$ cat src/rtl/brc_unit.sv
// Registered branch comparator: equality and signed/unsigned less-than of rs1 vs rs2.
// Both flags are captured in the same flop stage so they always describe one operand sample.
module brc_unit #(
    parameter int DATA_WIDTH = 32
) (
    input  logic                  i_clk,
    input  logic                  i_rst,
    input  logic                  i_br_un,
    input  logic [DATA_WIDTH-1:0] i_rs1_data,
    input  logic [DATA_WIDTH-1:0] i_rs2_data,
    output logic                  o_brc_less,
    output logic                  o_brc_equal
);

    logic less_d, less_q;
    logic equal_d, equal_q;
    logic msb_diff;
    logic low_lt;

    always_comb begin
        equal_d  = (i_rs1_data == i_rs2_data);
        msb_diff = i_rs1_data[DATA_WIDTH-1] ^ i_rs2_data[DATA_WIDTH-1];
        low_lt   = (i_rs1_data[DATA_WIDTH-2:0] < i_rs2_data[DATA_WIDTH-2:0]);
        // With differing MSBs the negative (signed) or smaller (unsigned) side is decided by the MSB alone.
        if (msb_diff) begin
            less_d = i_br_un ? i_rs2_data[DATA_WIDTH-1] : i_rs1_data[DATA_WIDTH-1];
        end else begin
            less_d = low_lt;
        end
    end

    always_ff @(posedge i_clk) begin
        if (i_rst) begin
            less_q  <= 1'b0;
            equal_q <= 1'b0;
        end else begin
            less_q  <= less_d;
            equal_q <= equal_d;
        end
    end

    assign o_brc_less  = less_q;
    assign o_brc_equal = equal_q;

endmodule

$ cat config.mk
export PLATFORM = sky130hd
export DESIGN_NAME = brc_unit
export DESIGN_NICKNAME = d
export VERILOG_FILES = /design/src/rtl/brc_unit.sv
export SDC_FILE = /design/constraint.sdc
export NUM_CORES = 1
export LEC_CHECK = 0
export BUFFER_PORTS_ARGS = -buffer_cell sky130_fd_sc_hd__buf_2
export CORE_ASPECT_RATIO = 1.5
export CORE_MARGIN = 3
export CORE_UTILIZATION = 42
export DETAILED_ROUTE_END_ITERATION = 6
export HOLD_SLACK_MARGIN = 0.02
export PLACE_DENSITY = 0.85
export SETUP_SLACK_MARGIN = 0.05
export SLEW_MARGIN = 20
export SYNTH_ARGS = -nofsm -noshare
export SYNTH_HDL_FRONTEND = slang
export SYNTH_SLANG_ARGS = --single-unit
$ cat constraint.sdc
create_clock -name i_clk -period 2.2 [get_ports i_clk]
set_input_delay 0.33 -clock i_clk [delete_from_list [all_inputs] [get_ports i_clk]]
set_output_delay 0.33 -clock i_clk [all_outputs]
set_load 0.005 [all_outputs]
# ---- Word level (Yosys, flattened, before mapping)
# Cells that the tools add are included.
dict set report totals {
  latchBits 0
  rom_bits 0
  mem_bits_rw 0
  register_bits 2
  elab_cells 7
  memories 0
  inputBits 67
}
dict set report op_classes {
  bitwise 1
  multipliers 0
  n_eq_ne 1
  order_cmp 1
  shifts 0
  n_div 0
  add_sub_neg 0
  reduce_logical 0
  n_mux 2
}
# cell n
set op_table {}
lappend op_table {{32-bit equality test} 1}
lappend op_table {{31-bit less-than comparator} 1}
lappend op_table {{1-bit two-way mux} 2}
lappend op_table {{1-bit bitwise XOR} 1}

# ---- Longest topological paths before layout
# Gate-level depths: netlist of the first run.
dict set report logic_depth {
  depth_word 2
  depth_mapped 7
  ltp_nobuf 7
}

# ---- Least setup slack after synthesis of the first run
# Ideal clock, no wire load.
dict set report synth_timing {
  path_type {input to register}
  startpoint {input port i_rs2_data[21]}
  endpoint {register less_q (netlist: o_brc_less)}
  setup_time_ns 0.125
  cell_stages 7
  arrival_time_ns 1.363
  setup_slack_ns 0.712
  required_time_ns 2.075
  path_cell_list {inv_1 ha_1 nand4_1 nor4_1 o21ai_0 nand4_1 a21oi_2}
}
dict set report synth_between {
  elab_chain_len 2
}
# element line_no
set synth_rtl {}
lappend synth_rtl {{start, declared} 10} ;# input logic [DATA_WIDTH-1:0] i_rs2_data,
lappend synth_rtl {{31-bit less-than comparator} 23} ;# low_lt = (i_rs1_data[DATA_WIDTH-2:0] < i_rs2_data[DATA_WIDTH-2:0]);
lappend synth_rtl {{1-bit two-way mux} 25} ;# if (msb_diff) begin
lappend synth_rtl {{end signal, assigned} 37} ;# less_q <= less_d;
lappend synth_rtl {{end, declared} 15} ;# logic less_d, less_q;
# Every way passes these cells.
# A chain may end at the register's enable or synchronous reset.

# ---- Final worst setup path of the first run
# Ends and elaborated chain as after synthesis.

==> reports/results.env, run 1 <==
CRIT_PATH_TOP_DELAY_CELL='nor4_1'
CLOCK_TREE.HTREE_LEVEL_COUNT=1
HOLD-WORST-SLACK_PS=283
CTS_POST_SETUP_BUFFERS_INSERTED=0
DIE_HEIGHT_MICRONS=61.6
SYNTHCELLS=120
SYNTH_ASYNC_SR_FLOP_SHARE_PCT=0
COUNT_OF_ENDPOINTS_FAILING_SETUP_IN_THE_FINAL_REPORT=0
POST-DP-HPWL_MM=2.30
INITIALDRTVIOLATIONCOUNT=16
CTS_BUFFER_DEPTH=2
POST_SYNTH_EDFFS=0
POWER_DENSITY_nW_PER_UM2=255
SYNTH-MAIN-FF-CELL='dfxtp_1'
SYNTH_CELL_TYPES=24
FINAL_NETS=291
SIMPLE_GATE_AREA_SHARE_OF_THE_YOSYS_NETLIST_PCT=17.2
CTS_REPAIR_RESIZE_COUNT=0
PLACED_CELLS=209
POST_SYNTH_INSTANCE_AREA_SQ_UM=866
CLOCK_TREE_ROOT_BUFFER_CELL='clkbuf_4'
INSTANCES_NO_FILL=212
SYNTH_FA_HA_AREA_SHARE_PCT=44.8
STATIC-LEAKAGE-POWER_uW=0.000801
MUX_CELL_AREA_SHARE_AFTER_SYNTHESIS_PCT=0
SYN_NETS=218
GRT_FIRST_PASS_WIRELENGTH_MM=3.75
GRT_OVERFLOW=0
SYNTH_LARGEST_AREA_CELL='ha_1'
TIMING.FINAL.MAX_SLEW_VIOLATIONS=0
WORST_SETUP_PATH_START_KIND='input port'
PORT_BUFFERS=68
CRITICAL_PATH_START_END_CLASSIFICATION='in -> reg'
SYNTH-SEQ-AREA-SHARE_PCT=4.62
CRIT_PATH_END_KIND='flip-flop'
INITIAL_CORE_UTIL_PCT=45.5
INSERTEDDIODECOUNT=0
DRT-TOTAL-WL_MM=2.43
CRIT_PATH_CELL_TRACE='buf_2 > inv_1 > ha_1 > nand4_1 > nor4_1 > o21ai_0 > nand4_1 > a21oi_2'
DESIGN.CORE.AREA_SQ_UM=1900
SYNTH_TOP_FAMILY_BY_AREA='adder cells'
TRACK_USAGE_PCT=18.2
MOST_COMMON_CELL_IN_THE_NETLIST='inv_1'
WORSTMARGINPINSLEW_PS=329
CP_COMMON_CELL='nand4_1'
WL_PER_CELL_MICRONS=11.4
SYNTH-XOR-AREA-SHARE_PCT=1.01
FINALCRITPERIODSHARE_PCT=69.5
SYNTH_TOP_AREA_SHARE_PCT=44.8
LARGEST_VOLTAGE_DROP_ON_THE_VDD_NET_mV=0.177
SYN_TO_FINAL_GROWTH_PCT=44.9
SYN_AREA_PER_CELL_SQ_UM=7.22
CRITICAL_PATH_PEAK_FANOUT=4
MAXCAPVIOLATIONS=0
TRITONCTS='yes'
CTS_BUFFERS=3
SYNTH.FF_LATCH_COUNT=2
ROWS=19
GP_CONGESTION=0.828
TIMING.MAX_SLEW.REL_SLACK_PCT=78.1
WORSTPATHARRIVAL_PS=1630
FRACTION_OF_THE_MAPPED_NETLIST_AREA_IN_COMPOUND_GATES_PCT=18.5
DIE_AREA_SQ_UM=2650
ANTENNA_VIOLATING_NETS_POST_ROUTE=0
CLKSLEWWORSTSETUPHOLDPATHS_PS=30
VIAS=1084
ANTENNA_FOUND_INITIAL=0
FIRST_GLOBAL_VIAS=1100
HP-CLASS='in -> reg'
GRT_SETUP_UNREPAIRED='false'
TNS_PS=0
FINALWORSTPATHREQUIREDPERIOD_PS=1530
FRACTION_OF_LAYOUT_INSTANCES_USING_A_DRIVE_STRENGTH_ABOVE_1_PCT=38.7
DRT_PRE_ANTENNA_ITERS=4
FINALHOLDVIOLCOUNT=0
DRT_DRC_VIOLATIONS_LEFT=0
MAX_CLOCK_FREQ_MHz=654
DIE_X_MICRONS=43.1
SYNTH.YOSYS.WARNINGS=0
WORSTPATHREQUIRED_PS=2310
CRIT_PATH_MAX_INCR_DELAY_PS=380
POST_SYNTH_MAIN_AREA_CONTRIBUTORS='ha_1, inv_1, a21oi_1, nand4_1, dfxtp_1'
DETAIL_ROUTE.VIAS_PER_CELL=5.11
SYNTH.TOP_CELLS.BY_COUNT='inv_1, ha_1, a21oi_1, nand4_1'
GRT_MAX_DEGREE=5
CTSHOLDBUFFERS=0
RUN_STATUS='finished clean'
CLOCK-SINKS=2
PIN_COUNT=69
-- cell families (layout without fill, tap and decap cells) --
family | Yosys count | in the layout
AO/OA/AOI/OAI | 26 | 26
XOR/XNOR | 1 | 1
buffers and inverters | 32 | 103
flip-flops | 2 | 2
adder cells (fa/ha/maj) | 31 | 31
AND/OR/NAND/NOR | 28 | 28
-- layout make-up --
type	count	area (sq um)
Inverter	32	120
Sequential cell	2	40.0
Multi-Input combinational cell	86	706
Clock buffer	3	22.5
Tap cell	21	26.3
Fill cell	189	647
Timing Repair Buffer	68	340
-- through the flow --
step | setup WS [ps] | area, sq um | power, uW | util [%]
floorplan | 712 | 866 | 148 | -
global placement | 566 | 1230 | 226 | 64.8
detailed placement | 451 | 1230 | 240 | 64.8
CTS | 692 | 1250 | 329 | 66.0
global route | 567 | 1250 | 357 | 66.0
finish | 671 | 1250 | 320 | 66.0
-- flip-flops by register name (all words and copies together), names as in the netlist --
name,flops
o_brc_less,1
o_brc_equal,1
-- path summary, 6_finish.rpt --
check | start | to | slack (ps) | cells after the start
worst max-delay path | i_rs2_data[21] | o_brc_less | 670 | 8
worst min-delay path | i_rst | o_brc_less | 280 | 2
-- power by group --
group | switching, uW | internal [uW] | total (uW)
registers | 0.422 | 38.8 | 39.2
clock network | 21.9 | 60.3 | 82.2
logic | 94.7 | 104 | 199
-- cells in the final DEF, fill, tap and decap left out, types with 2 or more instances in the layout --
cell | netlist | final
buf_2 | 0 | 68
nand4_1 | 7 | 7
a21oi_1 | 11 | 11
dfxtp_1 | 2 | 2
o21ai_0 | 6 | 6
clkbuf_4 | 0 | 3
nor2_1 | 5 | 5
ha_1 | 31 | 31
a221oi_1 | 2 | 2
nand3_1 | 2 | 2
inv_1 | 32 | 32
a21oi_2 | 2 | 2
nor4_1 | 2 | 2
nand2_1 | 6 | 6
-- metal layers --
metal / track usage, % / routed length (microns) / vias to the layer above
li1: - / - / 560
met1: 15.4 / 832 / 473
met2: 40.6 / 1380 / 49
met3: 2.34 / 199 / 2
met4: 7.76 / 15 / 0
met5: 0 / 0 / -
-- worst max-delay path: cells and delay by family --
kind | cells | cell delay, ps
compound gates | 2 | 200
fa+ha+maj | 1 | 310
buf+inv | 2 | 110
simple gates | 3 | 680
No activity file was read; power rests on OpenSTA's default activity.
==> run 2: changes to the inputs <==
CORE_UTILIZATION = 39   (was 42)
PLACE_DENSITY = 0.8   (was 0.85)
clock period = 1.45 ns   (was 2.2 ns; I/O delays follow)
==> run 2 against run 1 <==
  * Utilization down 2.5 points
  * Sequential power up 52%
  * Worst setup slack worse by 520 ps
  * Largest power group unchanged
  * Combinational power up 61%
  * Clock power up 51%
  * Cell count up 2.8%
==> reports/results.env, run 2 (synthesis results as in run 1) <==
CTS_BUFFERS=3  # unchanged
DIE_X_MICRONS=44.5  # +3.3%
DRT_DRC_VIOLATIONS_LEFT=0  # unchanged
WL_PER_CELL_MICRONS=11.1  # -2.7%
HOLD_DEPTH=2  # unchanged
TRACK_USAGE_PCT=17.0  # -1.2 points
CLOCK_TREE.HTREE_LEVEL_COUNT=1  # unchanged
PLACED_CELLS=215  # +2.9%
PATH_DELAY_FAMILY='compound AO/OA/AOI/OAI gates'
HP-CLASS='in -> reg'
CRITICAL_PATH.STARTPOINT='i_rs2_data[29]'
TOTAL_POWER_uW=504  # +57%
POWER_DENSITY_nW_PER_UM2=382  # +50%
FINALWORSTPATHREQUIREDPERIOD_PS=1300
CRITICAL_PATH_PEAK_FANOUT=2  # -2
GRT_MAX_DEGREE=4  # -1
WL_MET1_MICRONS=801  # -3.7%
TIMING.FINAL.MAX_SLEW_VIOLATIONS=0  # unchanged
MAX_CLOCK_FREQ_MHz=769
DRT_PRE_ANTENNA_ITERS=4  # unchanged
POST-DP-HPWL_MM=2.27  # -1.2%
TOTAL_STAGE_COUNT_OF_THE_CRITICAL_PATH=8  # unchanged
ROUTED-WL-MET3_MICRONS=238  # +20%
RUN_STATUS='finished clean'
DETAIL_ROUTE.VIAS_PER_CELL=5.10  # -0.24%
MAXCAPVIOLATIONS=0  # unchanged
INSTANCES_NO_FILL=218  # +2.8%
WORST_SETUP_PATH_START_KIND='input port'
FINISH.UTILIZATION_PCT=63.5  # -2.5 points
WORSTMARGINPINSLEW_PS=327  # -1.96 ps
FINALCRITPERIODSHARE_PCT=89.7
PIN_COUNT=69  # unchanged
SEQCELLAREA_SQ_UM=40.0  # unchanged
WORSTPATHARRIVAL_PS=1460  # -170 ps
ROUTE.TOP_LAYER_USED='met4'
CRIT_PATH_CELL_TRACE='buf_2 > inv_1 > ha_4 > a21o_1 > a211o_1 > a21oi_2 > nand4_1 > a21oi_2'
CRIT_PATH_END_KIND='flip-flop'
WORST_HOLD_PATH.ENDPOINT='o_brc_less'
STATIC-LEAKAGE-POWER_uW=0.000826  # +3.1%
INITIALDRTVIOLATIONCOUNT=9  # -7
GRT_FIRST_PASS_WIRELENGTH_MM=3.81  # +1.5%
INSERTEDDIODECOUNT=0  # unchanged
LARGEST_VOLTAGE_DROP_ON_THE_VDD_NET_mV=0.212  # +19%
CP_COMMON_CELL='a21oi_2'
MET2WIRELENGTH_MM=1.37  # -0.58%
CLOCK_TREE_ROOT_BUFFER_CELL='clkbuf_4'
PORT_BUFFERS=68  # unchanged
TIMING.MAX_SLEW.REL_SLACK_PCT=78.2  # +0.13 points
CTS_BUFFER_DEPTH=2  # unchanged
COUNT_OF_ENDPOINTS_FAILING_SETUP_IN_THE_FINAL_REPORT=0  # unchanged
FIRST_GLOBAL_VIAS=1101  # +0.091%
ANTENNA_VIOLATING_NETS_POST_ROUTE=0  # unchanged
ROWS=20  # +1
INITIAL_CORE_UTIL_PCT=41.7  # -3.8 points
FRACTION_OF_LAYOUT_INSTANCES_USING_A_DRIVE_STRENGTH_ABOVE_1_PCT=41.8  # +3.1 points
HOLD-WORST-SLACK_PS=162  # -121 ps
LAYOUT.CELLS.MOST_COMMON='buf_2'
VIAS=1112  # +2.6%
DIE_HEIGHT_MICRONS=63.7  # +3.4%
CRITICAL_PATH_START_END_CLASSIFICATION='in -> reg'
FILLERS=204  # +7.9%
TRITONCTS='yes'
FINAL_NETS=296  # +1.7%
FINALHOLDVIOLCOUNT=0  # unchanged
SYN_TO_FINAL_GROWTH_PCT=52.3
CRIT_PATH_TOP_DELAY_CELL='a211o_1'
CP.BUFFERS_INVERTERS=2  # unchanged
DIE_AREA_SQ_UM=2830  # +6.8%
GRT_OVERFLOW=0  # unchanged
MULTI_INPUT_AREA_SQ_UM=731  # +3.5%
ANTENNA_FOUND_INITIAL=0  # unchanged
DRT-TOTAL-WL_MM=2.43  # about the same
CLKSLEWWORSTSETUPHOLDPATHS_PS=30  # about the same
WORSTPATHREQUIRED_PS=1610  # -700 ps
DESIGN.CORE.AREA_SQ_UM=2080  # +9.2%
MOST-COMMON-LAYOUT-CELLS='buf_2, inv_1, ha_1, a21oi_1, nand4_1'
GP_CONGESTION=0.755  # -8.9%
CRIT_PATH_MAX_INCR_DELAY_PS=310  # -70 ps
CTS_POST_SETUP_BUFFERS_INSERTED=0  # unchanged
CLOCK-SINKS=2  # unchanged
TIMING.HOLD.WORST.START='i_rst'
run 2: cell count changes in the layout (fill, tap and decap cells not counted), sizes merged:
cell,before,now
buf,68,73
run 2: power by group:
part	internal [uW]	switching, uW
registers	58.8	0.801
clock network	91.4	33.0
logic	171	149
total	322	183
run 2: area by class of cell:
type	count	area share, %
clock buffer	3	1.71
timing repair buffer	73	28.7
inverter	32	9.11
multi-input combinational	86	55.4
tap	22	2.09
sequential	2	3.04
run 2: worst max-delay path by stage:
stage                 endpoint  slack [ps]
CTS                 o_brc_less         110
global route        o_brc_less         -10
finish              o_brc_less         150
floorplan           o_brc_less          70
detailed placement  o_brc_less        -120
global placement    o_brc_less         -70
run 2: what timing repair did:
item / 4_1_cts / 5_1_grt
hold buffers: 0 / 0
endpoints found under the setup margin: 0 / 1
hold endpoints to repair: 0 / 0
resized for setup: 0 / 5
run 2: per-layer routing:
| layer | vias to the layer above | GRT usage, % |
|---|---|---|
| li1 | 571 | - |
| met1 | 484 | 14.5 |
| met2 | 55 | 36.2 |
| met3 | 2 | 1.71 |
| met4 | 0 | 5.66 |
| met5 | - | 0 |
run 2: per-stage QoR:
step	instance area (sq um)	setup TNS (ps)	worst slack (ps)
3_3_place_gp	1270	-72.2	-72.2
4_1_cts	1290	0	110
3_5_place_dp	1270	-121	-121
5_1_grt	1320	-14.6	-14.6
6_report	1320	0	149
2_1_floorplan	866	0	74.5
==> run 3: changes to the inputs <==
CELL_PAD_IN_SITES_DETAIL_PLACEMENT = 1   (was not set)
CELL_PAD_IN_SITES_GLOBAL_PLACEMENT = 1   (was not set)
CORE_UTILIZATION = 25   (was 39)
PLACE_DENSITY = 0.79   (was 0.8)
==> run 3 against run 2 <==
  * Critical path depth shrank 1
  * Power is 18% higher
  * Cell count grew 7.8%
  * Largest cell class unchanged
  * Design area increased by 1.9%
  * Non-clock buffer count down 1
  * Worst hold slack improved by 24 ps
  * Highest routed layer unchanged
  * Sequential cell count is the same
==> reports/results.env, run 3 (synthesis results as in run 1) <==
COUNT_OF_ENDPOINTS_FAILING_SETUP_IN_THE_FINAL_REPORT=0  # unchanged
CLOCK-SINKS=2  # unchanged
TIMING.FINAL.MAX_SLEW_VIOLATIONS=0  # unchanged
CLOCK_TREE.HTREE_LEVEL_COUNT=1  # unchanged
CLKSLEWWORSTSETUPHOLDPATHS_PS=30  # about the same
FIRST_GLOBAL_VIAS=1178  # +7.0%
FINALHOLDVIOLCOUNT=0  # unchanged
ROWS=25  # +25%
FINISH.UTILIZATION_PCT=41.7  # -22 points
INTERNAL_POWER_uW=402  # +25%
PORT_BUFFERS=68  # unchanged
DIE_X_MICRONS=54.1  # +22%
PIN_COUNT=69  # unchanged
CRITICAL_PATH_START_END_CLASSIFICATION='in -> reg'
DIE_HEIGHT_MICRONS=78.1  # +23%
MOST-COMMON-LAYOUT-CELLS='buf_2, inv_1, ha_1, a21oi_1, nand4_1'
DRT_DRC_VIOLATIONS_LEFT=0  # unchanged
TIMING.MAX_SLEW.REL_SLACK_PCT=80.0  # +1.7 points
CTSHOLDBUFFERS=0  # unchanged
FRACTION_OF_LAYOUT_INSTANCES_USING_A_DRIVE_STRENGTH_ABOVE_1_PCT=41.5  # -0.30 points
HOLD-WORST-SLACK_PS=186  # +24.2 ps
HP-CLASS='in -> reg'
SHARE_COMB_OF_TOTAL_POWER_PCT=53.1  # -10 points
POST-DP-HPWL_MM=2.63  # +16%
CTS_BUFFERS=3  # unchanged
REPORTED_NET_SWITCHING_POWER_uW=192  # +5.3%
LARGEST_VOLTAGE_DROP_ON_THE_VDD_NET_mV=0.271  # +28%
PWR-SHARE-SEQ_PCT=10.0  # -1.8 points
ANTENNA_VIOLATING_NETS_POST_ROUTE=0  # unchanged
FINAL_NETS=295  # -0.34%
DRT-TOTAL-WL_MM=2.78  # +15%
CTS_BUFFER_DEPTH=2  # unchanged
TRACK_USAGE_PCT=13.0  # -4.0 points
GRT_OVERFLOW=0  # unchanged
POWER_DENSITY_nW_PER_UM2=442  # +16%
STATIC-LEAKAGE-POWER_uW=0.000828  # +0.24%
WORSTPATHARRIVAL_PS=1460  # about the same
MULTI_INPUT_AREA_SQ_UM=722  # -1.2%
INITIAL_CORE_UTIL_PCT=26.9  # -15 points
DETAIL_ROUTE.VIAS_PER_CELL=4.74  # -7.0%
MAX_CLOCK_FREQ_MHz=759  # -1.2%
FINALWORSTPATHREQUIREDPERIOD_PS=1320  # +15.7 ps
CTS_POST_SETUP_BUFFERS_INSERTED=0  # unchanged
TIMING.HOLD.WORST.START='i_rst'
CLOCK_TREE_ROOT_BUFFER_CELL='clkbuf_8'
VIAS=1115  # +0.27%
SYN_TO_FINAL_GROWTH_PCT=55.2
TNS_PS=0  # unchanged
TRITONCTS='yes'
WORST_SETUP_PATH_START_KIND='input port'
INITIALDRTVIOLATIONCOUNT=2  # -7
DRT_PRE_ANTENNA_ITERS=4  # unchanged
SEQCELLAREA_SQ_UM=40.0  # unchanged
CLOCKPOWERSHARE_PCT=36.9  # +12 points
INSERTEDDIODECOUNT=0  # unchanged
HOLD_DEPTH=2  # unchanged
GP_CONGESTION=0.699  # -7.4%
FILLERS=457  # +120%
WL_PER_CELL_MICRONS=11.8  # +6.3%
GRT_MAX_DEGREE=4  # unchanged
DESIGN.CORE.AREA_SQ_UM=3220  # +55%
WORSTPATHREQUIRED_PS=1600  # about the same
RUN_STATUS='finished clean'
GRT_FIRST_PASS_WIRELENGTH_MM=4.28  # +13%
LAYOUT.CELLS.MOST_COMMON='buf_2'
GRT_SETUP_UNREPAIRED='false'
WORST_HOLD_PATH.ENDPOINT='o_brc_less'
DIE_AREA_SQ_UM=4220  # +49%
MAXCAPVIOLATIONS=0  # unchanged
CRITICAL_PATH.STARTPOINT='i_rs1_data[29]'
ANTENNA_FOUND_INITIAL=0  # unchanged
POWER.SHARE.SWITCHING_PCT=32.4  # -3.8 points
FINALCRITPERIODSHARE_PCT=90.8  # +1.1 points
WORSTMARGINPINSLEW_PS=301  # -26.2 ps
CRIT_PATH_END_KIND='flip-flop'
CRITICAL_PATH_PEAK_FANOUT=2  # unchanged
==> run 3: routing by layer <==
metal,share of wire (%),up-vias,global-route usage (%)
met5,0,-,0
met4,0.83,0,2.24
met3,7.9,4,2.85
met2,60,39,28.0
met1,31,503,10.9
li1,-,569,-
==> run 3: power by group through the flow <==
stage / logic [uW] / clock network (uW) / registers [uW]
2_1_floorplan: 163 / 0 / 60.8
3_3_place_gp: 307 / 0 / 60.1
3_5_place_dp: 316 / 0 / 60.4
4_1_cts: 319 / 223 / 59.7
5_1_grt: 367 / 226 / 59.9
6_report: 315 / 219 / 59.6
==> run 3: metrics by stage <==
stage	cell area (sq um)	setup WS, ps	total power, uW	cells
floorplan	866	74.5	224	120
global placement	1290	-91.3	367	232
detailed placement	1290	-175	376	232
CTS	1330	70.0	602	235
global route	1340	52.8	654	235
finish	1340	133	594	235
==> run 3: critical path, stage by stage <==
cell and delay (ps):
buf_2 100, ha_1 290, a21o_1 160, a211o_1 300
a21oi_2 140, nand4_1 120, a21oi_2 130
==> run 3: worst max-delay path by stage <==
| stage | endpoint | slack (ps) | cells past startpoint |
|---|---|---|---|
| global placement | o_brc_less | -90 | 8 |
| CTS | o_brc_less | 70 | 9 |
| floorplan | o_brc_less | 70 | 7 |
| global route | o_brc_less | 50 | 7 |
| detailed placement | o_brc_less | -170 | 8 |
| finish | o_brc_less | 130 | 7 |
==> run 3: area by class of cell <==
class	instances	share of cell area [%]
Multi-Input combinational cell	86	53.7
Timing Repair Buffer	72	27.6
Sequential cell	2	2.98
Tap cell	40	3.72
Inverter	32	8.94
Clock buffer	3	3.07
==> run 3: repair_timing <==
action / in CTS / in global routing
pin swaps: 0 / 4
endpoints found under the setup margin: 1 / 1
gates resized for setup: 1 / 3
